===== config.mk =====
export PLATFORM = sky130hd
export DESIGN_NAME = swu_stream
export DESIGN_NICKNAME = d
export VERILOG_FILES = /design/src/rtl/swu_stream.sv
export SDC_FILE = /design/constraint.sdc
export NUM_CORES = 1
export LEC_CHECK = 0
export CORE_MARGIN = 5
export CORE_UTILIZATION = 41
export CTS_CLUSTER_SIZE = 16
export DETAILED_ROUTE_END_ITERATION = 6
export GPL_ROUTABILITY_DRIVEN = 0
export RECOVER_POWER = 50
export REMOVE_ABC_BUFFERS = 1
export SLEW_MARGIN = 10
export SYNTH_ARGS = -nofsm -noshare
export SYNTH_HDL_FRONTEND = slang
export SYNTH_SLANG_ARGS = --single-unit
export TNS_END_PERCENT = 5

===== constraint.sdc =====
create_clock -name i_clk -period 10.9 [get_ports i_clk]
set_clock_uncertainty 0.05 [all_clocks]
set_input_delay 2.18 -clock i_clk [delete_from_list [all_inputs] [get_ports i_clk]]
set_output_delay 2.18 -clock i_clk [all_outputs]
set_load 0.01 [all_outputs]

===== src/rtl/swu_stream.sv =====
// rtl/swu_stream.sv - sliding-window unit over a packed MSB-first ROM bit stream
//
// Reads DEPTH words of WORD_W bits from a synchronous ROM (1-cycle latency),
// treats them as one continuous MSB-first bit stream and emits WIN_W-bit
// windows every STRIDE bits under a valid/ready handshake.
//
// Ports:
//   i_clk        clock, all logic on the rising edge
//   i_rst        synchronous active-high reset
//   i_start      begin one pass (sampled only while idle)
//   o_mem_en     ROM read enable
//   o_mem_addr   ROM word address
//   i_mem_rdata  ROM data, one cycle after o_mem_en
//   o_win_data   current window, first stream bit in the MSB
//   o_win_valid  o_win_data is valid
//   i_win_ready  downstream accepts the window
//   o_busy       pass in progress
//   o_done       one-cycle pulse ending a pass
module swu_stream #(
    parameter int WORD_W = 32,
    parameter int WIN_W  = 7,
    parameter int STRIDE = 2,
    parameter int DEPTH  = 29,
    parameter int ADDR_W = 5
) (
    input  logic              i_clk,
    input  logic              i_rst,
    input  logic              i_start,
    output logic              o_mem_en,
    output logic [ADDR_W-1:0] o_mem_addr,
    input  logic [WORD_W-1:0] i_mem_rdata,
    output logic [WIN_W-1:0]  o_win_data,
    output logic              o_win_valid,
    input  logic              i_win_ready,
    output logic              o_busy,
    output logic              o_done
);
    // One word of slack beyond the two-cycle refill loop keeps a full-rate
    // stream even when every window consumes a whole word.
    localparam int BUF_W = WIN_W + 3 * WORD_W;
    localparam int CW    = $clog2(BUF_W + 1) + 2;
    localparam int N     = (DEPTH * WORD_W - WIN_W) / STRIDE + 1;
    localparam int XW    = $clog2(N + 1);
    localparam int RW    = ADDR_W + 1;
    // A window that will be followed by another must also cover the stride
    // so the pop on its transfer never runs past the valid bits.
    localparam int MAXWS = (WIN_W > STRIDE) ? WIN_W : STRIDE;

    typedef enum logic [1:0] {S_IDLE, S_FILL, S_RUN, S_DONE} state_t;

    state_t            r_state;
    logic [BUF_W-1:0]  r_buf;       // valid bits left-aligned, current window at the top
    logic [CW-1:0]     r_cnt;
    logic              r_rvalid;    // read issued last cycle, data on i_mem_rdata now
    logic              r_mem_en;
    logic [ADDR_W-1:0] r_mem_addr;
    logic [RW-1:0]     r_rd_cnt;    // words requested this pass
    logic [XW-1:0]     r_xfer_cnt;
    logic [WIN_W-1:0]  r_win_data;
    logic              r_win_valid;
    logic              r_busy;
    logic              r_done;

    logic              w_xfer;
    logic              w_last_xfer;
    logic              w_active;
    logic [CW-1:0]     w_cnt_pop;
    logic [CW-1:0]     w_cnt_next;
    logic [CW-1:0]     w_need;
    logic [BUF_W-1:0]  w_buf_pop;
    logic [BUF_W-1:0]  w_buf_next;
    logic [BUF_W-1:0]  w_word_ext;
    logic [XW-1:0]     w_xfer_next;
    logic              w_load;
    logic              w_fetch;

    always_comb begin
        w_active    = (r_state == S_FILL) || (r_state == S_RUN);
        w_xfer      = r_win_valid && i_win_ready;
        w_last_xfer = w_xfer && (r_xfer_cnt == XW'(N - 1));
        w_cnt_pop   = w_xfer ? (r_cnt - CW'(STRIDE)) : r_cnt;
        w_buf_pop   = w_xfer ? (r_buf << STRIDE) : r_buf;
        // Arriving word lands directly behind the last valid bit.
        w_word_ext  = {i_mem_rdata, {(BUF_W - WORD_W){1'b0}}};
        w_buf_next  = w_buf_pop | (r_rvalid ? (w_word_ext >> w_cnt_pop) : '0);
        w_cnt_next  = w_cnt_pop + (r_rvalid ? CW'(WORD_W) : '0);
        w_xfer_next = r_xfer_cnt + XW'(w_xfer);
        w_need      = (w_xfer_next == XW'(N - 1)) ? CW'(WIN_W) : CW'(MAXWS);
        w_load      = w_active && (!r_win_valid || w_xfer) && !w_last_xfer
                      && (w_cnt_next >= w_need);
        // Reserve room for the read already in flight plus the new one,
        // ignoring pops so a stalled consumer can never overflow the buffer.
        w_fetch     = w_active && (r_rd_cnt < RW'(DEPTH))
                      && ((w_cnt_next + (r_mem_en ? CW'(WORD_W) : '0) + CW'(WORD_W))
                          <= CW'(BUF_W));
    end

    always_ff @(posedge i_clk) begin
        if (i_rst) begin
            r_state     <= S_IDLE;
            r_buf       <= '0;
            r_cnt       <= '0;
            r_rvalid    <= 1'b0;
            r_mem_en    <= 1'b0;
            r_mem_addr  <= '0;
            r_rd_cnt    <= '0;
            r_xfer_cnt  <= '0;
            r_win_data  <= '0;
            r_win_valid <= 1'b0;
            r_busy      <= 1'b0;
            r_done      <= 1'b0;
        end else begin
            case (r_state)
                S_IDLE: begin
                    r_done   <= 1'b0;
                    r_rvalid <= 1'b0;
                    if (i_start) begin
                        r_state    <= S_FILL;
                        r_busy     <= 1'b1;
                        r_mem_en   <= 1'b1;
                        r_mem_addr <= '0;
                        r_rd_cnt   <= RW'(1);
                        r_buf      <= '0;
                        r_cnt      <= '0;
                        r_xfer_cnt <= '0;
                    end else begin
                        r_mem_en <= 1'b0;
                    end
                end
                S_FILL, S_RUN: begin
                    r_rvalid   <= r_mem_en;
                    r_mem_en   <= w_fetch;
                    if (w_fetch) begin
                        r_mem_addr <= r_rd_cnt[ADDR_W-1:0];
                        r_rd_cnt   <= r_rd_cnt + RW'(1);
                    end
                    r_buf      <= w_buf_next;
                    r_cnt      <= w_cnt_next;
                    r_xfer_cnt <= w_xfer_next;
                    if (w_last_xfer) begin
                        r_state     <= S_DONE;
                        r_win_valid <= 1'b0;
                        r_busy      <= 1'b0;
                        r_done      <= 1'b1;
                        r_cnt       <= '0;
                    end else if (w_load) begin
                        r_win_data  <= w_buf_next[BUF_W-1 -: WIN_W];
                        r_win_valid <= 1'b1;
                        r_state     <= S_RUN;
                    end else if (w_xfer) begin
                        r_win_valid <= 1'b0;
                    end
                end
                S_DONE: begin
                    r_done   <= 1'b0;
                    r_mem_en <= 1'b0;
                    r_rvalid <= 1'b0;
                    r_state  <= S_IDLE;
                end
                default: r_state <= S_IDLE;
            endcase
        end
    end

    assign o_mem_en    = r_mem_en;
    assign o_mem_addr  = r_mem_addr;
    assign o_win_data  = r_win_data;
    assign o_win_valid = r_win_valid;
    assign o_busy      = r_busy;
    assign o_done      = r_done;
endmodule


# After elaboration in Yosys (flattened, before gate mapping)

Cells that the tools add are included.

Add/subtract/negate cells: 6
$lt $le $gt $ge: 3
Equality and inequality tests: 8
Shift operators: 1
Mux-type cells: 32
Bitwise logic cells: 2
Reduce and logical (&&, ||, !) cells: 22

Operators with widths:

| operator            | count |
|---|---|
| $mux 103            | 3 |
| $pmux 103 s2        | 1 |
| $or 103x103->103    | 1 |
| $shr 103x9->103     | 1 |
| $pmux 9 s2          | 2 |
| $mux 9              | 3 |
| $mux 6              | 4 |
| $add 9x6->9         | 2 |
| $pmux 6 s2          | 1 |
| $mux 5              | 2 |
| $pmux 5 s2          | 1 |
| $add 9x1->9         | 1 |
| $add 9x6->9 const B | 1 |
| $eq 9x9->1 const B  | 1 |
| $ge 9x3->1 const B  | 1 |
| $le 9x7->1 const B  | 1 |
| $reduce_and 3->1    | 3 |
| $sub 9x2->9 const B | 1 |
| $logic_and 1x1->1   | 7 |
| $mux 1              | 7 |
| $add 6x1->6 const B | 1 |
| $lt 6x5->1 const B  | 1 |
| $mux 2              | 3 |
| $ne 2x2->1 const B  | 3 |
| 14 further kinds    | 22 |

Register bits after elaboration: 146
Output and inout port bits: 16
Logic and storage cells: 86

# Logic depth before layout (Yosys ltp)

Gate-level depths: netlist of the first run.

Word-level depth: 9
Gate-level depth with buffers: 21
Depth with buffers taken out: 18

# Worst setup path before layout of the first run

No wires, ideal clock.

Path type: input to register
Start: input i_win_ready
End: register r_rd_cnt[3]
Setup time: 0.122 ns
Arrival time: 5.226 ns
Required time: 10.728 ns
Path slack: 5.502 ns
Stages: 18
Path buffers: 2
Path through: buf_4 -> nand4b_2 -> nor2_1 -> xnor2_2 -> inv_2 -> buf_1 -> ha_1 -> inv_1 -> ha_1 -> inv_1 -> ha_1 -> ha_1 -> nor2_1 -> o311ai_0 -> a31oi_1 -> a31o_2 -> nor2_1 -> a221o_1

Longest elaborated chain between the ends: 9

Ends and longest elaborated chain:

| item                              | line | source |
|---|---|---|
| start: declaration                | 34   | `input logic i_win_ready,` |
| $logic_and 1x1->1                 | 79   | `w_xfer = r_win_valid && i_win_ready;` |
| $mux 9                            | 81   | `w_cnt_pop = w_xfer ? (r_cnt - CW'(STRIDE)) : r_cnt;` |
| $add 9x6->9                       | 86   | `w_cnt_next = w_cnt_pop + (r_rvalid ? CW'(WORD_W) : '0);` |
| $add 9x6->9 (2 in series)         | 94   | `&& ((w_cnt_next + (r_mem_en ? CW'(WORD_W) : '0) + CW'(WORD_W))` |
| $le 9x7->1                        | 95   | `<= CW'(BUF_W));` |
| $logic_and 1x1->1                 | 94   |  |
| $ne 2x2->1 (no source line)       | -    |  |
| $reduce_and 3->1 (no source line) | -    |  |
| end signal: assignment            | 135  | `r_rd_cnt <= r_rd_cnt + RW'(1);` |
| end: declaration                  | 57   | `logic [RW-1:0] r_rd_cnt;` |

No other way between the ends.
A chain may end at the register's enable or synchronous reset.

# Final worst setup path of the first run

Start: input i_win_ready
End: register r_buf[37]

Longest elaborated chain between the ends: 6
Elaborated cells on any way between the ends: 7
Those cells by class: 1 x shift; 4 x mux; 1 x bitwise; 1 x reduce/logical

Ends and longest elaborated chain:

| item                   | line | source |
|---|---|---|
| $logic_and 1x1->1 *    | 79   |  |
| $mux 9                 | 81   |  |
| $shr 103x9->103        | 85   | `w_buf_next = w_buf_pop \| (r_rvalid ? (w_word_ext >> w_cnt_pop) : '0);` |
| $mux 103               | 85   |  |
| $or 103x103->103 *     | 85   |  |
| $pmux 103 s2 *         | 113  | `case (r_state)` |
| end signal: assignment | 137  | `r_buf <= w_buf_next;` |
| end: declaration       | 52   | `logic [BUF_W-1:0] r_buf;` |

Every way passes the cells marked *; elsewhere a longest branch is shown, timed or not.

==> metrics.md, run 1 <==
| Metric | Value |
|---|---|
| Buffer depth of the longest clock path | 2 |
| Setup TNS Final | 0 ns |
| Overflow after GRT | 0 |
| Width of the die | 168 um |
| Total of cells resized after clock tree synthesis | 0 |
| Worst endpoint required time | 11.16 ns |
| Async SR Flop Fraction | 0% |
| Clock transition time at the flip-flop clock pins of the worst setup and hold paths | 0.07 ns |
| Minimum period implied by the final worst setup slack | 7.91 ns |
| Cell Rows | 57 |
| Routed vias | 11200 |
| Pre-antenna DRT Iters | 7 |
| Initial core utilization | 41.8% |
| Worst Setup End Kind | flip-flop |
| Average cell area after synthesis | 7.98 um2 |
| Fraction of power spent switching nets | 32.5% |
| Top_reg_cell synth | sky130_fd_sc_hd__dfxtp_1 |
| Number of nets at the end of the flow | 1307 |
| Delay of the slowest cell on the worst path | 2.31 ns |
| Vert. Die Dim | 168 um |
| Leading cell type in the layout, fill and taps excluded | sky130_fd_sc_hd__dfxtp_1 |
| Violated checks | design-rule violations, max-capacitance violations, max-slew violations |
| P&R area growth vs syn | 10.9% |
| Final setup violation count | 0 |
| Depth of the worst register-to-register path | 19 |
| Met3 routing resource usage after global routing | 7.43% |
| Post-synthesis sequential element count | 145 |
| Share of power burned in registers | 38.0% |
| H-tree depth | 4 |
| Wire length of the first global-routing pass | 63.5 mm |
| Final worst path period share | 72.5% |
| Clock net sink count | 145 |
| DRC errors left | 1 |
| Critical path launch point type | primary input |
| Count of buffers from port buffering | 51 |
| Internal power summed over all cells | 956 uW |
| Post-synthesis cell type with the largest combined area | sky130_fd_sc_hd__dfxtp_1 |
| Maximum ir drop on the vdd rail | 0.0901 mV |
| Worst Setup SP | i_win_ready |
| Synthesized instance count | 1281 |
| Proportion of layout cells with a drive suffix above 1 | 8.48% |
| Kind of critical path | in -> reg |
| GRT met1 Usage | 39.1% |
| Number of warning messages in the yosys log | 0 |
| Unrepaired setup endpoints after global routing | no |
| Hold crit path type | reg -> reg |
| Synth cell types | 98 |
| Total routed wirelength | 41.3 mm |
| FF-to-FF Start | r_cnt[2]$_SDFFE_PP0P_ |
| Post-layout instance area | 11300 um2 |
| Routing usage on met2 | 40.8% |
| Ranking of synthesized cells by area | sky130_fd_sc_hd__dfxtp_1, sky130_fd_sc_hd__a21oi_1, sky130_fd_sc_hd__nor2_1 |
| Largest net degree at the start of global routing | 79 |
| Drt wl/cell | 25.8 um |
| Arrival time worst endpoint | 8.16 ns |
| CP max-delay cell | sky130_fd_sc_hd__clkbuf_1 |
| I/O pin cnt | 52 |
| Number of global-route vias before repair | 10400 |
| Latest clock arrival within the worst-skew pair | 0.45 ns |
| Antenna diodes | 0 |
| Cell-by-cell trace of the critical path | dlygate4sd3_1 > nand2_1 > inv_1 > buf_4 > nand2_2 > clkbuf_1 > a222oi_1 > nor2b_1 > a2111oi_1 |
| Most heavily used metal layer in global routing | met2 |
| Register-to-register path setup slack | 4.98 ns |
| Core footprint | 24500 um2 |
| Max-slew violations | 158 |
| Maximum capacitance violations | 4 |
| Full die area | 28200 um2 |
| Last element of the critical path | r_buf[37]$_SDFFE_PP0P_ |
| Clock network fraction of total power | 43.9% |
| Netlist Area Pre-Place | 10200 um2 |
| Share of Yosys cell area claimed by the top area cell type | 28.4% |
| Number of DRC violations after detailed-routing iteration 0 | 1934 |
| Terminus of the critical flop-to-flop path | r_rd_cnt[3]$_SDFFE_PP0P_ |
| Hold-fix buffers at CTS | 0 |
| Vias per inst | 7.01 |
| Detailed placer's ending HPWL | 27.8 mm |
| Root buf cell | sky130_fd_sc_hd__clkbuf_16 |
| Worst-margin pin slew | 3.29 ns |
| Maximum fanout encountered on the critical timing path | 78 |
| Hold Vio Cnt, Final | 0 |
| Final core utilization | 46.3% |
| Result of the run | finished with violations |
| Cell area after placement | 10800 um2 |
| Net switching power figure | 459 uW |
| Combinational cell fraction of total power | 18.1% |
| TritonCTS clock tree | done |
| Number of flops mapped to enable cells by yosys | 0 |
| Initial antenna violation count | 0 |
| Remaining antenna violation count | 0 |
| Total Routing Usage GR | 28.4% |
| TritonCTS buffer count | 17 |
| # Post-CTS Setup Buffers | 0 |
| Most frequent cells in the layout | sky130_fd_sc_hd__dfxtp_1, sky130_fd_sc_hd__a21oi_1, sky130_fd_sc_hd__nor2_1 |
| Pwr Density | 125 nW/um2 |
| Static Leak | 3.91 nW |
| Worst rel slew slack | -120% |
| Highest clock rate | 0.127 GHz |
| Post-synthesis sequential area ratio | 28.4% |
-- power groups by stage --
stage          logic [mW]  registers (mW)  clock network, mW
2_1_floorplan       0.139           0.549                  0
3_3_place_gp        0.250           0.549                  0
3_5_place_dp        0.248           0.549                  0
4_1_cts             0.250           0.537              0.620
5_1_grt             0.269           0.538              0.643
6_report            0.256           0.537              0.622
-- flip-flops by register name, summed over array words and instances (netlist names), 2 cells and up --
register	flops
r_cnt	8
r_buf	103
o_win_data	7
r_state	2
r_xfer_cnt	9
o_mem_addr	5
r_rd_cnt	6
-- kinds of logic after synthesis --
logic type	Yosys count	share of synthesized area (%)
adder cells (fa/ha/maj)	11	1.35
AO/OA/AOI/OAI	493	34.5
flip-flops	145	28.4
XOR/XNOR	14	1.67
buffers and inverters	136	6.04
multiplexers	55	6.95
AND/OR/NAND/NOR	427	21.1
-- critical path: cells and delay by family --
family	cells	cell delay, ns
compound gates	2	0.67
simple gates	3	1.37
buf+inv	4	3.88
-- cells in the mapped netlist, types with 6 or more instances --
master,n
sky130_fd_sc_hd__and2_1,6
sky130_fd_sc_hd__nand3_1,67
sky130_fd_sc_hd__a221o_1,16
sky130_fd_sc_hd__buf_1,8
sky130_fd_sc_hd__a211oi_1,44
sky130_fd_sc_hd__and3_1,13
sky130_fd_sc_hd__nor4_1,14
sky130_fd_sc_hd__o21ai_0,67
sky130_fd_sc_hd__clkbuf_1,62
sky130_fd_sc_hd__nor3_1,38
sky130_fd_sc_hd__a32oi_1,13
sky130_fd_sc_hd__mux2i_1,35
sky130_fd_sc_hd__buf_2,28
sky130_fd_sc_hd__o31ai_1,15
sky130_fd_sc_hd__ha_1,11
sky130_fd_sc_hd__mux4_2,12
sky130_fd_sc_hd__o22ai_1,14
sky130_fd_sc_hd__nor2_1,113
sky130_fd_sc_hd__a31oi_1,13
sky130_fd_sc_hd__a22o_1,16
sky130_fd_sc_hd__nand4_1,11
sky130_fd_sc_hd__mux2_2,8
sky130_fd_sc_hd__a311oi_1,10
sky130_fd_sc_hd__o211ai_1,14
sky130_fd_sc_hd__a22oi_1,46
sky130_fd_sc_hd__a221oi_1,15
sky130_fd_sc_hd__dfxtp_1,145
sky130_fd_sc_hd__or3_1,10
sky130_fd_sc_hd__a222oi_1,35
sky130_fd_sc_hd__xnor2_1,7
sky130_fd_sc_hd__inv_1,22
sky130_fd_sc_hd__nand2_1,99
sky130_fd_sc_hd__a21oi_1,117
sky130_fd_sc_hd__buf_6,7
-- metal layers --
| metal | wire, um | part of all wire, % |
|---|---|---|
| met5 | 39 | 0.095 |
| met2 | 17200 | 42 |
| met3 | 4980 | 12 |
| met4 | 2500 | 6.0 |
| met1 | 16500 | 40 |
-- per-stage QoR --
step / hold WS [ns] / worst slack (ns) / instances / power [mW]
after floorplan: 0.375 / 4.95 / 1171 / 0.688
after global placement: 0.402 / 4.27 / 1565 / 0.799
after detailed placement: 0.406 / 4.19 / 1565 / 0.797
after CTS: 0.416 / 4.62 / 1597 / 1.41
after global routing: 0.438 / 2.68 / 1597 / 1.45
final: 0.418 / 2.99 / 1597 / 1.42
-- worst min path at each step --
stage	startpoint	end	slack [ns]	cells past startpoint
floorplan	r_buf[0]$_SDFFE_PP0P_	r_buf[0]$_SDFFE_PP0P_	0.38	2
global placement	r_buf[92]$_SDFFE_PP0P_	r_buf[94]$_SDFFE_PP0P_	0.40	2
detailed placement	o_mem_addr[3]$_SDFFE_PP0P_	o_mem_addr[3]$_SDFFE_PP0P_	0.41	1
CTS	r_buf[92]$_SDFFE_PP0P_	r_buf[94]$_SDFFE_PP0P_	0.42	2
global route	r_buf[92]$_SDFFE_PP0P_	r_buf[94]$_SDFFE_PP0P_	0.44	2
finish	r_buf[92]$_SDFFE_PP0P_	r_buf[94]$_SDFFE_PP0P_	0.42	2
-- cell type report --
class	count	area, um2
fillers	2437	13100
multi-input cells	1000	6680
flip-flops and latches	145	2900
repair buffers	70	639
clock buffers	18	439
well taps	324	405
clock inverters	14	166
inverters	26	97.6
No activity file was read; power rests on OpenSTA's default activity.
==> run 2, diff against run 1 <==
- clock period: 10.9 -> 6.4 ns (I/O delays scaled with it)
==> run 2 against run 1 <==
The run still ends with design-rule violations, max-capacitance violations, max-slew violations left; total power up 64%; core utilization rose by 0.24 points; sequential power is 70% higher; cell area rose by 0.51%; final cell count grew 0.69%; largest cell class unchanged; register-to-register slack worse by 3.2 ns.
==> metrics.md, run 2 (synthesis gave the netlist of run 1 again) <==
| Metric | Value |
|---|---|
| Width of the die | 168 um |
| Initial core utilization | 41.8% |
| Remaining antenna violation count | 0 |
| Maximum ir drop on the vdd rail | 0.156 mV |
| Total Routing Usage GR | 28.0% |
| Worst endpoint required time | 6.62 ns |
| Placed instance count | 1576 |
| Hold-fix buffers at CTS | 0 |
| Cell Rows | 57 |
| Critical path launch point type | primary input |
| Vert. Die Dim | 168 um |
| Clock network fraction of total power | 41.8% |
| Final standard cell count with taps included and fillers excluded | 1608 |
| Arrival time worst endpoint | 5.58 ns |
| Terminus of the critical flop-to-flop path | r_buf[25]$_SDFFE_PP0P_ |
| Worst-margin pin slew | 1.74 ns |
| Number of nets at the end of the flow | 1318 |
| Leading cell type in the layout, fill and taps excluded | sky130_fd_sc_hd__dfxtp_1 |
| Final worst path period share | 83.7% |
| Count of buffers from port buffering | 51 |
| Number of global-route vias before repair | 10300 |
| Routed vias | 11300 |
| Worst hold slack across all endpoints | 0.424 ns |
| Hold crit path type | reg -> reg |
| Antenna diodes | 0 |
| Register ranked first by flip-flop count | r_buf |
| TritonCTS buffer count | 17 |
| Depth of the worst register-to-register path | 8 |
| Most frequent cells in the layout | sky130_fd_sc_hd__dfxtp_1, sky130_fd_sc_hd__a21oi_1, sky130_fd_sc_hd__nor2_1 |
| TritonCTS clock tree | done |
| Worst Setup End Kind | flip-flop |
| Drt wl/cell | 25.6 um |
| I/O pin cnt | 52 |
| Largest net degree at the start of global routing | 76 |
| Worst Setup SP | i_win_ready |
| Combinational cell fraction of total power | 18.8% |
| Highest clock rate | 0.187 GHz |
| Result of the run | finished with violations |
| Buffer depth of the longest clock path | 2 |
| Violated checks | design-rule violations, max-capacitance violations, max-slew violations |
| Unrepaired setup endpoints after global routing | no |
| Initial antenna violation count | 1 |
| Last element of the critical path | r_buf[25]$_SDFFE_PP0P_ |
| Latest clock arrival within the worst-skew pair | 0.44 ns |
| Final setup violation count | 0 |
| Post-route setup slack | 1.04 ns |
| Worst rel slew slack | -15.7% |
| Maximum fanout encountered on the critical timing path | 41 |
| Total routed wirelength | 41.1 mm |
| Clock transition time at the flip-flop clock pins of the worst setup and hold paths | 0.06 ns |
| P&R area growth vs syn | 11.5% |
| Vias per inst | 7.00 |
| Net switching power figure | 783 uW |
| DRC errors left | 24 |
| Final core utilization | 46.6% |
| Internal power summed over all cells | 1.54 mW |
| Number of DRC violations after detailed-routing iteration 0 | 1874 |
| Root buf cell | sky130_fd_sc_hd__clkbuf_16 |
| Minimum period implied by the final worst setup slack | 5.36 ns |
| Static Leak | 3.95 nW |
| Full die area | 28200 um2 |
| Kind of critical path | in -> reg |
| Wire length of the first global-routing pass | 62.9 mm |
| Max-slew violations | 51 |
| Core footprint | 24500 um2 |
| H-tree depth | 4 |
| Proportion of layout cells with a drive suffix above 1 | 9.74% |
| FF-to-FF Start | o_win_valid$_SDFFE_PP0P_ |
| Post-layout instance area | 11400 um2 |
| Hold Vio Cnt, Final | 0 |
| Post-Place Worst Slack | 1.32 ns |
| # Post-CTS Setup Buffers | 0 |
| Clock net sink count | 145 |
| Total of cells resized after clock tree synthesis | 0 |
| Pwr Density | 204 nW/um2 |
| Overflow after GRT | 0 |
| Cell area after placement | 10900 um2 |
| Fill cell total of the finished layout | 2439 |
| Share of power burned in registers | 39.4% |
| Leading registers by flop count | r_buf: 103 flops, r_xfer_cnt: 9 flops, r_cnt: 8 flops |
| Total Power | 2.32 mW |
| Fraction of power spent switching nets | 33.7% |
| Setup TNS Final | 0 ns |
| Register-to-register path setup slack | 1.83 ns |
| Number of flip-flops under the largest register name | 103 |
| Detailed placer's ending HPWL | 28.5 mm |
| Pre-antenna DRT Iters | 7 |
| Maximum capacitance violations | 2 |
-- run 2: changes by cell type in the layout (fill, tap and decap cells not counted), sizes merged --
cell    before  now
buf         17   26
clkinv       4    8
bufinv       2    0
clkbuf      21   22
inv         32   31
-- run 2: power by group through the flow --
stage / registers [mW] / logic [mW] / clock network (mW)
floorplan: 0.935 / 0.236 / 0
global placement: 0.936 / 0.426 / 0
detailed placement: 0.936 / 0.425 / 0
CTS: 0.915 / 0.427 / 0.978
global route: 0.916 / 0.460 / 1.02
finish: 0.915 / 0.437 / 0.973
-- run 2: how the worst min path moves through the flow --
stage / startpoint / slack (ns) / endpoint / depth (start not counted)
after floorplan: r_buf[0]$_SDFFE_PP0P_ / 0.38 / r_buf[0]$_SDFFE_PP0P_ / 2
after CTS: r_buf[92]$_SDFFE_PP0P_ / 0.42 / r_buf[94]$_SDFFE_PP0P_ / 2
after global routing: r_buf[0]$_SDFFE_PP0P_ / 0.43 / r_buf[0]$_SDFFE_PP0P_ / 2
after detailed placement: r_buf[0]$_SDFFE_PP0P_ / 0.40 / r_buf[0]$_SDFFE_PP0P_ / 2
after global placement: r_buf[0]$_SDFFE_PP0P_ / 0.40 / r_buf[0]$_SDFFE_PP0P_ / 2
final: r_buf[92]$_SDFFE_PP0P_ / 0.42 / r_buf[94]$_SDFFE_PP0P_ / 2
-- run 2: metal layers --
| layer | vias to the layer above | routed length [um] | global-route usage (%) |
|---|---|---|---|
| li1 | 5014 | - | - |
| met3 | 129 | 4830 | 7.95 |
| met2 | 761 | 17500 | 40.8 |
| met1 | 5347 | 16700 | 38.5 |
| met5 | - | 7 | 0 |
| met4 | 2 | 2080 | 12.5 |
-- run 2: final cells by class --
class | instances | area (um2) | share of cell area, %
Sequential cell | 145 | 2900 | 25.5
Clock buffer | 17 | 425 | 3.73
Timing Repair Buffer | 81 | 714 | 6.27
Inverter | 26 | 97.6 | 0.857
Clock inverter | 15 | 126 | 1.11
Tap cell | 324 | 405 | 3.56
Multi-Input combinational cell | 1000 | 6720 | 59.0
-- run 2: worst max-delay path, cell delays in order --
cell and delay [ns]:
sky130_fd_sc_hd__dlygate4sd3_1 0.69, sky130_fd_sc_hd__nand2_2 0.07, sky130_fd_sc_hd__buf_4 0.27, sky130_fd_sc_hd__inv_1 0.27
sky130_fd_sc_hd__clkbuf_1 1.09, sky130_fd_sc_hd__nand2_2 0.97, sky130_fd_sc_hd__buf_4 0.51, sky130_fd_sc_hd__a221oi_1 0.29
sky130_fd_sc_hd__a211oi_1 0.11
==> run 3, diff against run 2 <==
- clock period: 6.4 -> 5.48 ns (I/O delays scaled with it)
==> run 3 against run 2 <==
The run now ends clean; first-iteration DRC count rose by 11%; critical path depth is 1 lower; wire length increased by 2.0%; clock-buffer cell count rose by 1; global-route usage increased by 0.46 points; flip-flop and latch count is the same; cell area grew 1.2%; critical endpoint is now r_buf[33]$_SDFFE_PP0P_; largest cell class unchanged; largest power group unchanged.
==> metrics.md, run 3 (synthesis gave the netlist of run 1 again) <==
| Metric | Value |
|---|---|
| Cell Rows | 57 |
| Number of cells traversed by the worst hold path | 2 |
| Buffer depth of the longest clock path | 2 |
| Cell area after placement | 11000 um2 |
| Final worst path period share | 83.9% |
| Leading cell type in the layout, fill and taps excluded | sky130_fd_sc_hd__dfxtp_1 |
| Total routed wirelength | 42.0 mm |
| Top Family by Delay on Critical Path | buffers and inverters |
| Buffers and inverters on the worst path | 5 |
| Result of the run | completed |
| Highest clock rate | 0.217 GHz |
| Maximum ir drop on the vdd rail | 0.169 mV |
| Pwr Density | 241 nW/um2 |
| Terminus of the critical flop-to-flop path | r_rd_cnt[3]$_SDFFE_PP0P_ |
| Unrepaired setup endpoints after global routing | no |
| Remaining antenna violation count | 0 |
| Root buf cell | sky130_fd_sc_hd__clkbuf_16 |
| Largest net degree at the start of global routing | 62 |
| Arrival time worst endpoint | 4.89 ns |
| Maximum capacitance violations | 0 |
| TritonCTS buffer count | 17 |
| I/O pin cnt | 52 |
| Footprint of the flip-flops and latches | 2900 um2 |
| Clock net sink count | 145 |
| Number of DRC violations after detailed-routing iteration 0 | 2081 |
| Full die area | 28200 um2 |
| Delay of the slowest cell on the worst path | 1.10 ns |
| Pre-antenna DRT Iters | 6 |
| Hold Vio Cnt, Final | 0 |
| Proportion of layout cells with a drive suffix above 1 | 10.9% |
| Most frequent cells in the layout | sky130_fd_sc_hd__dfxtp_1, sky130_fd_sc_hd__a21oi_1, sky130_fd_sc_hd__nor2_1 |
| Minimum period implied by the final worst setup slack | 4.60 ns |
| Clock transition time at the flip-flop clock pins of the worst setup and hold paths | 0.07 ns |
| Routed vias | 11400 |
| Cell-by-cell trace of the critical path | dlygate4sd3_1 > buf_4 > nand2_1 > inv_1 > clkbuf_1 > clkbuf_2 > a222oi_1 > a311oi_1 |
| Leading registers by flop count | r_buf: 103 flops, r_xfer_cnt: 9 flops, r_cnt: 8 flops |
| Static Leak | 4.04 nW |
| Vert. Die Dim | 168 um |
| Kind of critical path | in -> reg |
| Antenna diodes | 0 |
| Worst-margin pin slew | 1.31 ns |
| Hold crit path type | reg -> reg |
| Latest clock arrival within the worst-skew pair | 0.44 ns |
| Total Routing Usage GR | 28.5% |
| Vias per inst | 7.03 |
| # Post-CTS Setup Buffers | 0 |
| Total of cells resized after clock tree synthesis | 0 |
| TritonCTS clock tree | done |
| Number of nets at the end of the flow | 1332 |
| Hold-critical path endpoint | r_buf[90]$_SDFFE_PP0P_ |
| Register ranked first by flip-flop count | r_buf |
| Initial antenna violation count | 0 |
| Core footprint | 24500 um2 |
| Depth of the worst register-to-register path | 18 |
| Initial core utilization | 41.8% |
| Worst Setup End Kind | flip-flop |
| Max-slew violations | 0 |
| Post-layout instance area | 11500 um2 |
| Critical path launch point type | primary input |
| Worst endpoint required time | 5.77 ns |
| Maximum fanout encountered on the critical timing path | 58 |
| P&R area growth vs syn | 12.8% |
| Worst rel slew slack | 12.6% |
| Footprint of the multi-input gates | 6710 um2 |
| FF-to-FF Start | r_cnt[2]$_SDFFE_PP0P_ |
| Hold-fix buffers at CTS | 0 |
| DRC errors left | 0 |
| Detailed placer's ending HPWL | 29.0 mm |
| Register-to-register path setup slack | 1.38 ns |
| Number of global-route vias before repair | 10700 |
| H-tree depth | 4 |
| CP max-delay cell | sky130_fd_sc_hd__clkbuf_2 |
| Fill cell total of the finished layout | 2427 |
| Overflow after GRT | 0 |
| Number of flip-flops under the largest register name | 103 |
| Final setup violation count | 0 |
| Width of the die | 168 um |
| Launch point of the worst hold path | r_buf[88]$_SDFFE_PP0P_ |
| Count of buffers from port buffering | 51 |
| Drt wl/cell | 25.9 um |
| Setup TNS Final | 0 ns |
| Wire length of the first global-routing pass | 64.1 mm |
-- run 3: per-stage QoR --
stage | hold slack (ns) | power, mW | cells | utilization, % | setup slack, ns
floorplan | 0.375 | 1.37 | 1171 | - | 0.618
global placement | 0.398 | 1.60 | 1590 | 44.9 | 0.801
detailed placement | 0.404 | 1.59 | 1590 | 44.9 | 0.731
CTS | 0.422 | 2.77 | 1622 | 47.2 | 1.18
global route | 0.444 | 2.86 | 1622 | 47.1 | 0.662
finish | 0.436 | 2.78 | 1622 | 47.1 | 0.882
-- run 3: report_power, final --
group,leakage [nW],switching [mW],internal (mW)
sequential,1.17,0.00804,1.06
combinational,2.58,0.368,0.152
clock,0.288,0.541,0.654
total,4.04,0.917,1.87
-- run 3: how the worst max path moves through the flow --
stage / slack (ns) / to / startpoint / cells after the start
2_1_floorplan: 0.62 / r_buf[88]$_SDFFE_PP0P_ / i_start / 6
3_3_place_gp: 0.80 / r_rd_cnt[3]$_SDFFE_PP0P_ / i_win_ready / 18
3_5_place_dp: 0.73 / r_rd_cnt[3]$_SDFFE_PP0P_ / i_win_ready / 18
4_1_cts: 1.18 / r_rd_cnt[3]$_SDFFE_PP0P_ / i_win_ready / 18
5_1_grt: 0.66 / r_buf[13]$_SDFFE_PP0P_ / i_win_ready / 9
6_report: 0.88 / r_buf[33]$_SDFFE_PP0P_ / i_win_ready / 8
-- run 3: worst reg2reg max path, cell delays in order (launching register included) --
cell and delay, ns:
sky130_fd_sc_hd__dfxtp_1 0.77, sky130_fd_sc_hd__inv_1 0.10, sky130_fd_sc_hd__ha_1 0.30, sky130_fd_sc_hd__nand4b_1 0.22, sky130_fd_sc_hd__nor2_1 0.10, sky130_fd_sc_hd__xnor2_2 0.18, sky130_fd_sc_hd__inv_2 0.06, sky130_fd_sc_hd__ha_1 0.30
sky130_fd_sc_hd__inv_1 0.09, sky130_fd_sc_hd__ha_1 0.14, sky130_fd_sc_hd__inv_1 0.04, sky130_fd_sc_hd__ha_1 0.17, sky130_fd_sc_hd__ha_1 0.27, sky130_fd_sc_hd__nor2_1 0.08, sky130_fd_sc_hd__o311ai_0 0.13, sky130_fd_sc_hd__a31oi_1 0.29
sky130_fd_sc_hd__a31o_2 0.21, sky130_fd_sc_hd__nor2_1 0.09, sky130_fd_sc_hd__a221o_1 0.38
-- run 3: routing by layer --
metal  GRT usage, %  part of all wire (%)  routed length, um
met5              0                     0                  0
met4           12.3                   4.7               1970
met3           7.10                    12               4970
met2           42.7                    43              17900
met1           38.9                    41              17100
-- run 3: final cells by class --
type	instances	area share, %
flip-flops and latches	145	25.2
multi-input cells	1000	58.2
clock inverters	14	1.24
repair buffers	95	7.19
clock buffers	18	3.81
inverters	26	0.847
well taps	324	3.52
